## src/rtl/uart_tx_gen_if.sv

```systemverilog
// FIFO read port of the UART transmitter: first-word-fall-through data/empty plus a pop strobe.
interface uart_tx_gen_if #(
    parameter int unsigned MAX_DATA_BITS = 9
) ();
    logic [MAX_DATA_BITS-1:0] fifoData;
    logic                     fifoEmpty;
    logic                     fifoReadAck;

    modport master (input fifoData, input fifoEmpty, output fifoReadAck);
    modport slave  (output fifoData, output fifoEmpty, input fifoReadAck);
endinterface

```

## src/rtl/uart_tx_gen.sv

```systemverilog
// Parametrised UART transmitter: FWFT FIFO source, configurable word/parity/stop format,
// CTS flow control, break generation and back-to-back frames.
module uart_tx_gen #(
    parameter int unsigned MAX_DATA_BITS = 9,
    parameter int unsigned TICKS_PER_BIT = 2
) (
    input  logic          clock,
    input  logic          reset,
    input  logic          baudTick,
    input  logic [3:0]    dataBits,
    input  logic [2:0]    parityMode,
    input  logic [1:0]    stopBits,
    input  logic          ctsEnable,
    input  logic          ctsN,
    input  logic          breakReq,
    uart_tx_gen_if.master fifo,
    output logic          busy,
    output logic          frameDone,
    output logic          uartTxLine
);
    localparam int unsigned TICK_W = $clog2(2 * TICKS_PER_BIT);
    localparam logic [TICK_W-1:0] BIT_LAST    = TICK_W'(TICKS_PER_BIT - 1);
    localparam logic [TICK_W-1:0] STOP15_LAST = TICK_W'((3 * TICKS_PER_BIT) / 2 - 1);
    localparam logic [TICK_W-1:0] STOP2_LAST  = TICK_W'(2 * TICKS_PER_BIT - 1);
    localparam logic [3:0]        MIN_BITS    = 4'd5;
    localparam logic [3:0]        MAX_BITS    = 4'(MAX_DATA_BITS);

    typedef enum logic [2:0] {IDLE, LOAD, START, DATA, PARITY, STOP, BREAK, MARK} txState_t;

    txState_t                 state, stateNext;
    logic [TICK_W-1:0]        tickCnt, tickNext;
    logic [3:0]               bitCnt, bitNext;
    logic [MAX_DATA_BITS-1:0] shiftReg, shiftNext;
    logic [3:0]               lastBitIdx, lastBitNext;
    logic                     parEn, parEnNext;
    logic                     parBit, parBitNext;
    logic [TICK_W-1:0]        stopLast, stopLastNext;
    logic                     readAckQ, readAckNext;
    logic                     lineNext, doneNext;
    logic                     loadWord, bitEnd, go;
    logic [3:0]               nEff;
    logic                     wordParity;

    assign go = !fifo.fifoEmpty && !breakReq && (!ctsEnable || !ctsN);
    assign fifo.fifoReadAck = readAckQ;

    // Clamp the requested word length and fold parity over the bits that will be sent.
    always_comb begin
        nEff = dataBits;
        if (dataBits < MIN_BITS)      nEff = MIN_BITS;
        else if (dataBits > MAX_BITS) nEff = MAX_BITS;
        wordParity = 1'b0;
        for (int unsigned i = 0; i < MAX_DATA_BITS; i++) begin
            if (4'(i) < nEff) wordParity = wordParity ^ fifo.fifoData[i];
        end
    end

    always_ff @(posedge clock or negedge reset) begin
        if (!reset) begin
            state      <= IDLE;
            tickCnt    <= '0;
            bitCnt     <= '0;
            shiftReg   <= '0;
            lastBitIdx <= '0;
            parEn      <= 1'b0;
            parBit     <= 1'b0;
            stopLast   <= '0;
            readAckQ   <= 1'b0;
            frameDone  <= 1'b0;
            busy       <= 1'b0;
            uartTxLine <= 1'b1;
        end else begin
            state      <= stateNext;
            tickCnt    <= tickNext;
            bitCnt     <= bitNext;
            shiftReg   <= shiftNext;
            lastBitIdx <= lastBitNext;
            parEn      <= parEnNext;
            parBit     <= parBitNext;
            stopLast   <= stopLastNext;
            readAckQ   <= readAckNext;
            frameDone  <= doneNext;
            busy       <= (stateNext != IDLE);
            uartTxLine <= lineNext;
        end
    end

    always_comb begin
        stateNext    = state;
        tickNext     = tickCnt;
        bitNext      = bitCnt;
        shiftNext    = shiftReg;
        lastBitNext  = lastBitIdx;
        parEnNext    = parEn;
        parBitNext   = parBit;
        stopLastNext = stopLast;
        lineNext     = uartTxLine;
        readAckNext  = 1'b0;
        doneNext     = 1'b0;
        loadWord     = 1'b0;
        bitEnd       = baudTick && (tickCnt == BIT_LAST);

        unique case (state)
            IDLE: begin
                if (breakReq) begin
                    stateNext = BREAK;
                    lineNext  = 1'b0;
                end else if (go) begin
                    stateNext = LOAD;
                end
            end
            LOAD: loadWord = baudTick;
            START: begin
                if (baudTick) tickNext = tickCnt + TICK_W'(1);
                if (bitEnd) begin
                    tickNext  = '0;
                    bitNext   = '0;
                    stateNext = DATA;
                    lineNext  = shiftReg[0];
                end
            end
            DATA: begin
                if (baudTick) tickNext = tickCnt + TICK_W'(1);
                if (bitEnd) begin
                    tickNext = '0;
                    if (bitCnt == lastBitIdx) begin
                        stateNext = parEn ? PARITY : STOP;
                        lineNext  = parEn ? parBit : 1'b1;
                    end else begin
                        bitNext   = bitCnt + 4'd1;
                        shiftNext = shiftReg >> 1;
                        lineNext  = shiftReg[1];
                    end
                end
            end
            PARITY: begin
                if (baudTick) tickNext = tickCnt + TICK_W'(1);
                if (bitEnd) begin
                    tickNext  = '0;
                    stateNext = STOP;
                    lineNext  = 1'b1;
                end
            end
            // Frame end: CTS and break are only looked at here and in IDLE.
            STOP: begin
                if (baudTick) begin
                    tickNext = tickCnt + TICK_W'(1);
                    if (tickCnt == stopLast) begin
                        tickNext = '0;
                        doneNext = 1'b1;
                        if (go) begin
                            loadWord = 1'b1;
                        end else if (breakReq) begin
                            stateNext = BREAK;
                            lineNext  = 1'b0;
                        end else begin
                            stateNext = IDLE;
                        end
                    end
                end
            end
            BREAK: begin
                if (!breakReq) begin
                    stateNext = MARK;
                    lineNext  = 1'b1;
                    tickNext  = '0;
                end
            end
            MARK: begin
                if (baudTick) tickNext = tickCnt + TICK_W'(1);
                if (bitEnd) begin
                    tickNext  = '0;
                    stateNext = IDLE;
                end
            end
        endcase

        // Shared by LOAD and the back-to-back path out of STOP.
        if (loadWord) begin
            stateNext    = START;
            lineNext     = 1'b0;
            tickNext     = '0;
            readAckNext  = 1'b1;
            shiftNext    = fifo.fifoData;
            lastBitNext  = nEff - 4'd1;
            parEnNext    = (parityMode != 3'd0) && (parityMode <= 3'd4);
            case (parityMode)
                3'd1:    parBitNext = ~wordParity;
                3'd2:    parBitNext = wordParity;
                3'd3:    parBitNext = 1'b1;
                default: parBitNext = 1'b0;
            endcase
            case (stopBits)
                2'd0:    stopLastNext = BIT_LAST;
                2'd1:    stopLastNext = STOP15_LAST;
                default: stopLastNext = STOP2_LAST;
            endcase
        end
    end
endmodule

```

## src/flat_wrapper.sv

```systemverilog
// flat-port wrapper written by rule: the top's interface ports become plain ports
module uart_tx_gen_flat 
#(
    parameter int unsigned MAX_DATA_BITS = 9,
    parameter int unsigned TICKS_PER_BIT = 2
)
  (clock, reset, baudTick, dataBits, parityMode, stopBits, ctsEnable, ctsN, breakReq, busy, frameDone, uartTxLine, fifo_fifoData, fifo_fifoEmpty, fifo_fifoReadAck);
  uart_tx_gen_if #(.MAX_DATA_BITS(MAX_DATA_BITS)) fifo_i ();
  input  logic clock;
  input  logic reset;
  input  logic baudTick;
  input  logic [3:0] dataBits;
  input  logic [2:0] parityMode;
  input  logic [1:0] stopBits;
  input  logic ctsEnable;
  input  logic ctsN;
  input  logic breakReq;
  output logic busy;
  output logic frameDone;
  output logic uartTxLine;
  input wire logic [$bits(fifo_i.fifoData)-1:0] fifo_fifoData;
  input wire logic [$bits(fifo_i.fifoEmpty)-1:0] fifo_fifoEmpty;
  output wire logic [$bits(fifo_i.fifoReadAck)-1:0] fifo_fifoReadAck;
  assign fifo_i.fifoData = fifo_fifoData;
  assign fifo_i.fifoEmpty = fifo_fifoEmpty;
  assign fifo_fifoReadAck = fifo_i.fifoReadAck;
  uart_tx_gen #(.MAX_DATA_BITS(MAX_DATA_BITS), .TICKS_PER_BIT(TICKS_PER_BIT)) u_core (.clock(clock), .reset(reset), .baudTick(baudTick), .dataBits(dataBits), .parityMode(parityMode), .stopBits(stopBits), .ctsEnable(ctsEnable), .ctsN(ctsN), .breakReq(breakReq), .fifo(fifo_i), .busy(busy), .frameDone(frameDone), .uartTxLine(uartTxLine));
endmodule
```

## config.mk

```make
export PLATFORM = sky130hd
export DESIGN_NAME = uart_tx_gen_flat
export DESIGN_NICKNAME = d
export VERILOG_FILES = /design/src/rtl/uart_tx_gen_if.sv /design/src/rtl/uart_tx_gen.sv /design/src/flat_wrapper.sv
export SDC_FILE = /design/constraint.sdc
export NUM_CORES = 1
export LEC_CHECK = 0
export BUFFER_PORTS_ARGS = -buffer_cell sky130_fd_sc_hd__buf_2
export CAP_MARGIN = 25
export CORE_AREA = 10 10 83 92
export DETAILED_ROUTE_END_ITERATION = 8
export DIE_AREA = 0 0 93 102
export PLACE_DENSITY = 0.47
export RECOVER_POWER = 100
export SYNTH_ARGS = -nofsm -noshare
export SYNTH_HDL_FRONTEND = slang
export SYNTH_SLANG_ARGS = --single-unit
```

## constraint.sdc

```tcl
create_clock -name clock -period 4.2 [get_ports clock]
set_input_delay 0.63 -clock clock [delete_from_list [all_inputs] [get_ports clock]]
set_output_delay 0.63 -clock clock [all_outputs]
set_load 0.01 [all_outputs]
```

==> results.json <==
{
  "grt_pass1_wl_um": 7800,
  "final_antenna_net_count": 0,
  "violations": "max-capacitance violations, max-slew violations",
  "io_buffers": 28,
  "multi_input_area_sq_um": 1010,
  "clock-root-buffer": "clkbuf_8",
  "path_clk_slew_ns": 0.06,
  "ys_seq_elements": 30,
  "pin_count": 29,
  "hp-start": "u_core.parBit",
  "cts_tree": "built",
  "finalCritPeriodShare_pct": 73.0,
  "dp_slack_ns": 1.57,
  "cp-end-kind": "flop",
  "clk_latency_ns": 0.28,
  "yosysUniqueCellTypes": 45,
  "cp.required_ns": 4.36,
  "drv_slew": 31,
  "synth_warnings": 0,
  "coreArea_sq_um": 5730,
  "netSwitchingPower_mw": 0.548,
  "post_cts_buffers": 0,
  "synth_edf_count": 0,
  "area_growth_pct": 13.8,
  "worst_pin_slew_ns": 1.64,
  "clkPwrFrac_pct": 16.7,
  "cts-htree-levels": 2,
  "min_path_type": "reg2reg",
  "cts_buffer_depth": 2,
  "vias": 1586,
  "rr_worst_depth": 7,
  "p_int_mw": 0.768,
  "drive_gt1_share_pct": 14.2,
  "arrival_ns": 3.23,
  "setup_violations": 0,
  "die-area_sq_um": 9490,
  "timing.rr.end": "u_core.busy",
  "cts_num_sinks": 30,
  "p_leak_nw": 0.968,
  "drc": 0,
  "gp_congestion": 0.811,
  "cts-resized-gates": 0,
  "final_common_cell": "nand2_1",
  "synth_area_per_cell_sq_um": 8.98,
  "async_flop_share_pct": 100,
  "start_util_pct": 32.3,
  "antenna_cells": 0,
  "nNetsFinal": 261,
  "layout_common_cells": "nand2_1 (31), dfrtp_1 (29), buf_2 (23), nor2_1 (16), o21ai_0 (15)",
  "slew_headroom_pct": -9.62,
  "wire_per_inst_um": 14.6,
  "dp_hpwl_um": 3300,
  "grt_pass1_vias": 1597,
  "startpoint_type": "flop",
  "drt_iter0_drc": 61,
  "fin_crit_ns": 3.07,
  "rows": 29,
  "ys_seq_area_share_pct": 40.6,
  "reg2reg_from": "u_core.state[2]",
  "clock_skew_ns": 0.00424,
  "antenna_found_initial": 0,
  "switching_share_pct": 41.7,
  "r2r_slack_ns": 1.13,
  "grt_max_degree": 31,
  "grt_overflow": 0,
  "synth_flop_cell": "dfrtp_1",
  "fp.dieH_um": 102,
  "first_pass_iters": 4,
  "nFillCells": 619,
  "maxCapViolations": 1,
  "critPathKind": "reg2reg",
  "syn_nets": 235,
  "p_seq_share_pct": 42.0,
  "path_max_fanout": 24,
  "rsz0062_at_grt": "no",
  "comb_power_share_pct": 41.3,
  "netlist_instances": 206,
  "cts_hold_buf": 0,
  "grt_use_total_pct": 10.1,
  "finalSetupTns_ns": 0,
  "hold_path_end": "u_core.parBit",
  "die_w_um": 93,
  "finalHoldViolations": 0,
  "min_path_cells": 2,
  "worst_slack_ns": 1.13,
  "viasPerCell": 5.13,
  "fmax_ghz": 0.326,
  "irDropWorstVdd_v": 0.000262,
  "synth_area_sq_um": 1850,
  "cts_buffers": 5,
  "seqCellArea_sq_um": 752,
  "status": "complete, but fails checks",
  "wirelength_um": 4510,
  "cellPowerDensity_nw_per_um2": 625
}
[cell families (layout without fill, tap and decap cells)]
group	count (synthesis)	after routing	share of synthesized area, %
AO/OA/AOI/OAI	52	52	19.0
XOR/XNOR	17	17	8.79
adder cells (fa/ha/maj)	4	4	2.70
buffers and inverters	18	44	3.79
flip-flops	30	30	40.6
multiplexers	11	11	5.95
AND/OR/NAND/NOR	74	74	19.1
[cells in the mapped netlist (5+ instances only)]
library cell | n | area, sq um
a21oi_1 | 8 | 40.0
clkbuf_1 | 8 | 30.0
dfrtp_1 | 29 | 726
inv_1 | 6 | 22.5
mux2i_1 | 11 | 110
nand2_1 | 31 | 116
nand3_1 | 7 | 35.0
nor2_1 | 16 | 60.1
nor2b_1 | 5 | 31.3
o21ai_0 | 9 | 45.0
o21ai_1 | 7 | 35.0
xnor2_1 | 7 | 61.3
xor2_1 | 9 | 78.8
[stage by stage]
step,util (%),cells,total power [mW],instance area [sq um],hold WS [ns]
2_1_floorplan,-,206,0.986,1850,0.334
3_3_place_gp,35.8,302,1.14,2050,0.476
3_5_place_dp,35.8,302,1.14,2050,0.479
4_1_cts,37.2,309,1.36,2130,0.412
5_1_grt,36.7,309,1.44,2110,0.547
6_report,36.7,309,1.32,2110,0.483
[worst max-delay path: stages, from the launching register on]
cell      delay [ns]
dfrtp_1         0.73
o31ai_1         0.16
nand3_1         0.12
clkbuf_1        0.63
inv_1           0.58
a21oi_1         0.26
nand2_1         0.10
or3_1           0.37
[worst max path at each step]
stage	startpoint	endpoint	slack [ns]
after global routing	u_core.state[0]	u_core.busy	0.78
after floorplan	dataBits[1]	u_core.parBit	1.84
after CTS	u_core.tickCnt[1]	u_core.shiftReg[7]	1.77
final	u_core.state[2]	u_core.busy	1.13
after global placement	dataBits[1]	u_core.parBit	1.64
after detailed placement	dataBits[1]	u_core.parBit	1.57
[sequential cells by signal (all words and copies together) (netlist names)]
signal,count
u_core.fifo.fifoReadAck,1
u_core.state,3
u_core.tickCnt,2
u_core.bitCnt,4
u_core.busy,1
u_core.frameDone,1
u_core.lastBitIdx,4
u_core.parBit,1
u_core.uartTxLine,1
u_core.stopLast,2
u_core.shiftReg,9
u_core.parEn,1
[final cells by class]
cell class,count,area share [%]
multi-input combinational,158,48.1
sequential,30,35.7
timing repair buffer,29,6.54
inverter,8,1.43
clock buffer,7,3.62
tap,77,4.58
[routing by layer]
layer | track usage, % | share of wire, % | up-vias
met3 | 3.45 | 6.0 | 9
met5 | 0 | 0 | -
met4 | 4.16 | 1.7 | 0
met1 | 13.3 | 51 | 750
met2 | 14.7 | 41 | 44
li1 | - | - | 783
[power by group through the flow]
stage | sequential (mW) | combinational [mW] | clock, mW
6_report | 0.553 | 0.544 | 0.220
5_1_grt | 0.577 | 0.628 | 0.236
4_1_cts | 0.554 | 0.582 | 0.226
3_5_place_dp | 0.558 | 0.578 | 0
3_3_place_gp | 0.560 | 0.577 | 0
2_1_floorplan | 0.485 | 0.501 | 0
No activity file was read; power rests on OpenSTA's default activity.
